--- src/rtl/malloc_alloc_ctrl.sv ---
// Buffer-cell allocation controller: clears the free bitmap after reset, then serves
// next-fit allocations and double-free-checked releases against the bitmap's port B.
module malloc_alloc_ctrl #(
    parameter int DWIDTH_A = 4,
    parameter int AWIDTH_A = 9,
    parameter int AWIDTH_B = 11
) (
    input  logic                clk,
    input  logic                rst_n,
    output logic                init_done,
    input  logic                alloc_req,
    output logic                alloc_gnt,
    output logic                alloc_fail,
    output logic [AWIDTH_B-1:0] alloc_addr,
    input  logic                free_req,
    input  logic [AWIDTH_B-1:0] free_addr,
    output logic                free_ack,
    output logic                free_err,
    output logic [AWIDTH_B:0]   free_count,
    output logic                mem_wea,
    output logic [AWIDTH_A-1:0] mem_addra,
    output logic [DWIDTH_A-1:0] mem_dina,
    output logic                mem_web,
    output logic [AWIDTH_B-1:0] mem_addrb,
    output logic                mem_dinb,
    input  logic [DWIDTH_A-1:0] mem_doutb
);

    localparam int LW = AWIDTH_B - AWIDTH_A;
    localparam logic [AWIDTH_B:0]   NCELL    = {1'b1, {AWIDTH_B{1'b0}}};
    localparam logic [AWIDTH_B:0]   CNT_ONE  = {{AWIDTH_B{1'b0}}, 1'b1};
    localparam logic [AWIDTH_B-1:0] CELL_ONE = {{(AWIDTH_B-1){1'b0}}, 1'b1};
    localparam logic [AWIDTH_A-1:0] WORD_ONE = {{(AWIDTH_A-1){1'b0}}, 1'b1};

    typedef enum logic [2:0] {
        S_INIT,
        S_IDLE,
        S_FCHK,
        S_SCAN,
        S_MARK,
        S_AFAIL
    } state_t;

    state_t              state;
    logic [AWIDTH_B-1:0] ptr;
    logic [AWIDTH_B-1:0] scan_addr;
    logic [AWIDTH_B-1:0] checked;
    logic [LW-1:0]       lane_sel;
    logic                rd_bit;

    assign mem_dina = '0;

    // The bit read back always belongs to the address driven in the previous cycle.
    always_comb begin
        lane_sel = (state == S_FCHK) ? free_addr[LW-1:0] : scan_addr[LW-1:0];
        rd_bit   = mem_doutb[lane_sel];
    end

    always_comb begin
        mem_web    = 1'b0;
        mem_addrb  = ptr;
        mem_dinb   = 1'b0;
        alloc_gnt  = 1'b0;
        alloc_fail = 1'b0;
        free_ack   = 1'b0;
        free_err   = 1'b0;
        case (state)
            S_IDLE: begin
                if (free_req)
                    mem_addrb = free_addr;
            end
            S_FCHK: begin
                mem_addrb = free_addr;
                mem_web   = rd_bit;
                free_ack  = 1'b1;
                free_err  = ~rd_bit;
            end
            S_SCAN: begin
                mem_addrb = scan_addr + CELL_ONE;
            end
            S_MARK: begin
                mem_addrb = alloc_addr;
                mem_web   = 1'b1;
                mem_dinb  = 1'b1;
                alloc_gnt = 1'b1;
            end
            S_AFAIL: begin
                alloc_fail = 1'b1;
            end
            default: ;
        endcase
    end

    always_ff @(posedge clk or negedge rst_n) begin
        if (!rst_n) begin
            state      <= S_INIT;
            ptr        <= '0;
            scan_addr  <= '0;
            checked    <= '0;
            free_count <= '0;
            alloc_addr <= '0;
            init_done  <= 1'b0;
            mem_wea    <= 1'b0;
            mem_addra  <= '0;
        end else begin
            case (state)
                S_INIT: begin
                    if (!mem_wea) begin
                        mem_wea   <= 1'b1;
                        mem_addra <= '0;
                    end else if (mem_addra == '1) begin
                        mem_wea    <= 1'b0;
                        init_done  <= 1'b1;
                        free_count <= NCELL;
                        state      <= S_IDLE;
                    end else begin
                        mem_addra <= mem_addra + WORD_ONE;
                    end
                end
                S_IDLE: begin
                    if (free_req) begin
                        state <= S_FCHK;
                    end else if (alloc_req) begin
                        if (free_count == '0) begin
                            state <= S_AFAIL;
                        end else begin
                            state     <= S_SCAN;
                            scan_addr <= ptr;
                            checked   <= '0;
                        end
                    end
                end
                S_FCHK: begin
                    if (rd_bit && free_count != NCELL)
                        free_count <= free_count + CNT_ONE;
                    state <= S_IDLE;
                end
                S_SCAN: begin
                    // A full lap without a clear bit means the count and bitmap disagree.
                    if (!rd_bit) begin
                        alloc_addr <= scan_addr;
                        state      <= S_MARK;
                    end else if (checked == '1) begin
                        state <= S_AFAIL;
                    end else begin
                        checked   <= checked + CELL_ONE;
                        scan_addr <= scan_addr + CELL_ONE;
                    end
                end
                S_MARK: begin
                    if (free_count != '0)
                        free_count <= free_count - CNT_ONE;
                    ptr   <= alloc_addr + CELL_ONE;
                    state <= S_IDLE;
                end
                S_AFAIL: begin
                    state <= S_IDLE;
                end
                default: begin
                    state <= S_INIT;
                end
            endcase
        end
    end

endmodule

--- config.mk ---
export PLATFORM = sky130hd
export DESIGN_NAME = malloc_alloc_ctrl
export DESIGN_NICKNAME = d
export VERILOG_FILES = /design/src/rtl/malloc_alloc_ctrl.sv
export SDC_FILE = /design/constraint.sdc
export NUM_CORES = 1
export LEC_CHECK = 0
export BUFFER_PORTS_ARGS = -buffer_cell sky130_fd_sc_hd__buf_2
export CAP_MARGIN = 40
export CELL_PAD_IN_SITES_DETAIL_PLACEMENT = 0
export CELL_PAD_IN_SITES_GLOBAL_PLACEMENT = 1
export CORE_MARGIN = 4
export CORE_UTILIZATION = 46
export CTS_BUF_LIST = sky130_fd_sc_hd__clkbuf_16
export DETAILED_ROUTE_END_ITERATION = 10
export GPL_ROUTABILITY_DRIVEN = 0
export PLACE_DENSITY_LB_ADDON = 0.15
export SYNTH_ARGS = -nofsm -noshare
export SYNTH_HDL_FRONTEND = slang
export SYNTH_SLANG_ARGS = --single-unit
--- constraint.sdc ---
create_clock -name clk -period 7.41 [get_ports clk]
set_clock_uncertainty 0.15 [all_clocks]
set_input_delay 0.3705 -clock clk [delete_from_list [all_inputs] [get_ports clk]]
set_output_delay 0.3705 -clock clk [all_outputs]
set_load 0.05 [all_outputs]
Word level (Yosys, flattened, before mapping)
Index checks and enable logic that the tools add are counted.
{"block": "totals", "register_bits": 70, "output_inout_bits": 55, "elab_cells": 89}
{"block": "classes", "n_addsub": 6, "order_cmp": 1, "n_eq_ne": 20, "muxes": 39, "bitwise_logic": 1, "n_reduce_logical": 13}
{"op": "2-to-1 mux 11 bit", "count": 11}
{"op": "2-to-1 mux 12 bit", "count": 4}
{"op": "one-hot mux 11 bit (2 select lines)", "count": 2}
{"op": "one-hot mux 11 bit (4 select lines)", "count": 1}
{"op": "one-hot mux 12 bit (3 select lines)", "count": 1}
{"op": "adder 11 x 1 -> 11 bit, second input constant", "count": 3}
{"op": "2-to-1 mux 3 bit", "count": 7}
{"op": "2-to-1 mux 9 bit", "count": 2}
{"op": "inequality test 2 bit, second input constant", "count": 9}
{"op": "adder 12 x 1 -> 12 bit, second input constant", "count": 1}
{"op": "logical NOT 12 bit", "count": 1}
{"op": "inequality test 12 bit, second input constant", "count": 1}
{"op": "one-hot mux 3 bit (4 select lines)", "count": 1}
{"op": "nonzero test 12 bit", "count": 1}
{"op": "subtractor 12 x 1 -> 12 bit, second input constant", "count": 1}
{"op": "equality test 11 bit, second input constant", "count": 1}
{"op": "adder 9 x 1 -> 9 bit, second input constant", "count": 1}
{"op": "equality test 9 bit, second input constant", "count": 1}
{"op": "2-to-1 mux 1 bit", "count": 7}
{"op": "equality test 3 x 2 -> 1 bit, second input constant", "count": 2}
{"op": "equality test 3 bit, second input constant", "count": 2}
{"op": "inequality test 3 bit, second input constant", "count": 2}
{"op": "AND reduction 6 bit", "count": 1}
{"op": "AND reduction 5 bit", "count": 1}
{"op": "other kinds (15)", "count": 16}

Logic depth before layout (Yosys ltp)
{"block": "depth", "ltp_word": 7, "mapped_depth": 15, "ltp_nobuf": 10}

Worst setup path after synthesis
OpenSTA, ideal clock, no wires.
{"block": "synth_timing", "path_type": "flip-flop to flip-flop", "from": "register state[2]", "to": "register free_count[11]", "setup_time_ps": 66, "t_arrival_ps": 3535, "t_required_ps": 7194, "setup_slack_ps": 3660, "stages_incl_launch_ff": 14, "n_path_buf": 4, "path_cell_list": "dfrtp_1 buf_2 or3b_2 clkbuf_1 inv_1 clkbuf_1 buf_1 ha_1 o21ai_0 a21oi_1 o22ai_1 o21ai_0 a2111oi_0 a211o_1"}
{"block": "synth_between", "elab_chain_len": 7, "elab_cells_between_ends": 14}
{"element": "from (decl)", "line_no": "44", "rtl": "state_t state;"}
{"element": "from (signal assigned)", "line_no": "96", "rtl": "state <= S_INIT;"}
{"element": "from (signal assigned)", "line_no": "115", "rtl": "state <= S_IDLE;"}
{"element": "from (signal assigned)", "line_no": "122", "rtl": "state <= S_FCHK;"}
{"element": "equality test 3 x 2 -> 1 bit", "line_no": "55, 106"}
{"element": "2-to-1 mux 2 bit", "line_no": "55", "rtl": "lane_sel = (state == S_FCHK) ? free_addr[LW-1:0] : scan_addr[LW-1:0];"}
{"element": "binary-select mux 1 bit (select 2 bit)", "line_no": "56", "rtl": "rd_bit = mem_doutb[lane_sel];"}
{"element": "2-to-1 mux 1 bit (not written as such)", "line_no": "56"}
{"element": "logical AND 1 bit", "line_no": "134", "rtl": "if (rd_bit && free_count != NCELL)"}
{"element": "inequality test 2 x 1 -> 1 bit (no source line)"}
{"element": "AND reduction 5 bit (no source line)"}
{"element": "to (signal assigned)", "line_no": "135", "rtl": "free_count <= free_count + CNT_ONE;"}
{"element": "to (signal assigned)", "line_no": "152", "rtl": "free_count <= free_count - CNT_ONE;"}
{"element": "to (decl)", "line_no": "19", "rtl": "output logic [AWIDTH_B:0] free_count,"}
Parallel ways exist; a longest one is shown, timed or not. The select of a mux whose other input is x is not followed.
A chain may end at the register's enable or synchronous reset.

Worst setup path in the final report
{"block": "layout_timing", "from": "register state[0]", "to": "register scan_addr[2]"}
{"block": "layout_between", "elab_chain_len": 6, "elab_cells_between_ends": 14}
{"element": "equality test 3 x 2 -> 1 bit", "line_no": "55"}
{"element": "2-to-1 mux 2 bit", "line_no": "55"}
{"element": "binary-select mux 1 bit (select 2 bit)", "line_no": "56"}
{"element": "2-to-1 mux 1 bit (not written as such)", "line_no": "56"}
{"element": "inequality test 2 bit (no source line)"}
{"element": "AND reduction 6 bit (no source line)"}
{"element": "to (signal assigned)", "line_no": "128", "rtl": "scan_addr <= ptr;"}
{"element": "to (signal assigned)", "line_no": "147", "rtl": "scan_addr <= scan_addr + CELL_ONE;"}
{"element": "to (decl)", "line_no": "46", "rtl": "logic [AWIDTH_B-1:0] scan_addr;"}
Parallel ways exist; a longest one is shown, timed or not. The select of a mux whose other input is x is not followed.

==> flow_summary_export.csv <==
group,metric,value,unit
synthesis,synth-seq-area-share,40.3,%
setup_path,r2r-start,"state[0]",
floorplanning,start_util,47.1,%
synthesis,synth_seq_cells,70,
floorplanning,fp.coreArea,0.00924,mm^2
detailed_routing,viasPerCell,5.75,
timing,fmax,287,MHz
detailed_routing,initialDrtViolationCount,292,
synthesis,syn-cell-area,0.00435,mm^2
cells_and_area,antenna_cells,0,
placement,io_buffers,69,
floorplanning,rows,35,
synthesis,syn_avg_cell_area,8.58,um^2
cts,cts_root_buffer,"clkbuf_16",
timing,hold_viol,0,
cts,hold_buffers,1,
timing,relSlewSlack,47.6,%
floorplanning,die_x,105,um
cts,clk_latency,330,ps
detailed_routing,wl,11500,um
setup_path,arrival,3550,ps
hold_path,hp-start,"alloc_req",
timing,fin_crit,3480,ps
cts,cts_resized,0,
placement,dp.cells,677,
grt,grt_max_degree,49,
cells_and_area,area_delta_synth_final,17.8,%
detailed_routing,wl_per_cell,16.5,um
cts,path_clk_slew,60,ps
power,leakage,2.43,nW
synthesis,syn_inst,507,
cells_and_area,fin_nets,586,
cells_and_area,fillers,880,
synthesis,synth_top_area_cell,"dfrtp_1",
timing,setup-tns-final,0,ps
cts,post_cts_buffers,0,
hold_path,whs_endpoint,"state[2]",
synthesis,synth_cell_type_count,58,
timing,finalCritPeriodShare,47.0,%
setup_path,startpoint_type,"flip-flop",
detailed_routing,vias,3987,
timing,setup_ws,3930,ps
hold_path,hp-class,"input pin to flip-flop",
placement,place_ws,3960,ps
cts,cts_buffer_depth,2,
synthesis,synth_edf_count,0,
synthesis,synthArstFlopShare,100,%
grt,grt_pass1_wl,19200,um
setup_path,regToRegEndpoint,"scan_addr[2]",
cells_and_area,multiInputGateArea,0.00240,mm^2
setup_path,path_max_fanout,17,
cts,cts_tree,"built",
timing,drv_slew,0,
cells_and_area,drive_above_1_share,20.2,%
detailed_routing,drt-pass1-iter-count,6,
synthesis,synth.top_cell.area_share,40.3,%
timing,tightest_slew,785,ps
timing,setup_viol_count_final,0,
power,p_per_area,402,mW/mm^2
grt,grt_overflow_total,0,
timing,rsz0062_at_grt,"no",
grt,antenna_found_initial,0,
cts,numCtsBuffers,9,
grt,gr-usage-all-layers,21.2,%
setup_path,r2r_slack,3930,ps
synthesis,ys.flop_type,"dfrtp_1",
cells_and_area,fin_util,55.5,%
outcome,status,"finished clean",
setup_path,critPathCaptureType,"flip-flop",
flow_run,maxCapViolations,0,
power,peakVddDrop,0.272,mV
synthesis,synth_area_leaders,"dfrtp_1, nand2_1, o21ai_0",
cts,cts-htree-levels,3,
hold_path,hold_depth,3,
setup_path,rr_worst_depth,7,
floorplanning,ios,74,
synthesis,yosysWarnings,0,
setup_path,critPathRequiredTime,7470,ps
placement,hpwl,7920,um
floorplanning,dieHeight,105,um
grt,grt_pass1_vias,3797,
setup_path,setup.worst_path.class,"flip-flop to flip-flop",
floorplanning,die_area,0.0111,mm^2
detailed_routing,ant_nets,0,
cells_and_area,seq_area,0.00175,mm^2
detailed_routing,drc,0,
cts,numClockSinks,70,
cells_and_area,instances_no_fill,693,
[cells by family (layout without fill, tap and decap cells)]
kind of cell / Yosys count / in the layout / share of synthesized area (%)
compound gates: 132 / 132 / 19.4
xor+xnor: 25 / 25 / 5.04
fa+ha+maj: 7 / 7 / 2.01
buf+inv: 45 / 99 / 4.72
flops: 70 / 70 / 40.3
mux: 24 / 24 / 6.07
other cells: 1 / 4 / 0.0862
simple gates: 203 / 203 / 22.4
[placed cells by master (no fill, tap or decap), types with 4 or more instances in the layout]
cell type and count:
nor2_1 35, a22oi_1 7, conb_1 4, a221o_1 4
buf_4 5, nor3_1 9, o21ai_0 50, mux2i_1 10
xor2_1 16, or2_2 5, o211ai_1 6, clkbuf_16 9
dfrtp_1 70, o31ai_1 9, a31oi_1 4, nand4_1 9
a222oi_1 6, nand3_1 23, inv_1 6, or4_1 7
a21oi_1 23, nand2_1 79, or3_1 7, mux2_2 12
buf_2 69, and3_1 14, ha_1 7, xnor2_1 9
o22ai_1 4
[area by class of cell]
class	instances	share of cell area, %
inverters	7	0.611
well taps	129	3.15
clock buffers	9	4.40
flip-flops and latches	70	34.2
repair buffers	77	8.60
multi-input cells	395	46.9
clock inverters	6	2.17
[Yosys cell counts (5+ instances only)]
master	instances
nand2_1	79
dfrtp_1	70
o21ai_0	50
nor2_1	35
clkbuf_1	24
a21oi_1	23
nand3_1	23
xor2_1	16
and3_1	14
mux2_2	12
mux2i_1	10
nand4_1	9
nor3_1	9
o31ai_1	9
xnor2_1	9
a22oi_1	7
ha_1	7
or3_1	7
or4_1	7
a222oi_1	6
inv_1	6
o211ai_1	6
buf_4	5
or2_2	5
[critical path, stage by stage, from the launching register on]
cell	delay, ps
dfrtp_1	500
or3b_1	700
clkinv_4	190
mux2_4	330
mux2i_2	210
a21oi_1	620
nand2_1	320
o311ai_1	330
[through the flow]
step	cell area [um^2]	total power [mW]	hold slack, ps
2_1_floorplan	4360	1.33	-75.1
3_3_place_gp	4710	1.54	298
6_report	5120	2.06	204
3_5_place_dp	4780	1.57	228
5_1_grt	5120	2.18	216
4_1_cts	5120	2.07	198
[worst max-delay path by stage]
stage                         from        endpoint  slack, ps
final                     state[0]    scan_addr[2]       3930
after global placement    state[0]  free_count[11]       3900
after detailed placement  state[0]  free_count[11]       3960
after global routing      state[0]    scan_addr[5]       3690
after CTS                 state[0]  free_count[11]       3940
after floorplan           state[2]  free_count[11]       3660
[power breakdown]
part / leakage (nW) / switching, mW / internal, mW
registers: 0.945 / 0.132 / 0.468
logic: 1.32 / 0.686 / 0.279
clock network: 0.161 / 0.170 / 0.327
total: 2.43 / 0.988 / 1.07
[registers in the layout, indices dropped and copies added, names as in the netlist]
| signal | cells |
|---|---|
| free_count | 12 |
| mem_addra | 9 |
| scan_addr | 11 |
| init_done | 1 |
| state | 3 |
| checked | 11 |
| ptr | 11 |
| alloc_addr | 11 |
| mem_wea | 1 |
[layer usage]
| metal | part of all wire [%] | GRT usage (%) | vias to the layer above |
|---|---|---|---|
| li1 | - | - | 1939 |
| met1 | 45 | 28.7 | 1935 |
| met2 | 49 | 35.0 | 103 |
| met3 | 4.4 | 3.12 | 10 |
| met4 | 1.1 | 6.47 | 0 |
| met5 | 0 | 0 | - |
Power figures use the tool's default switching activity.
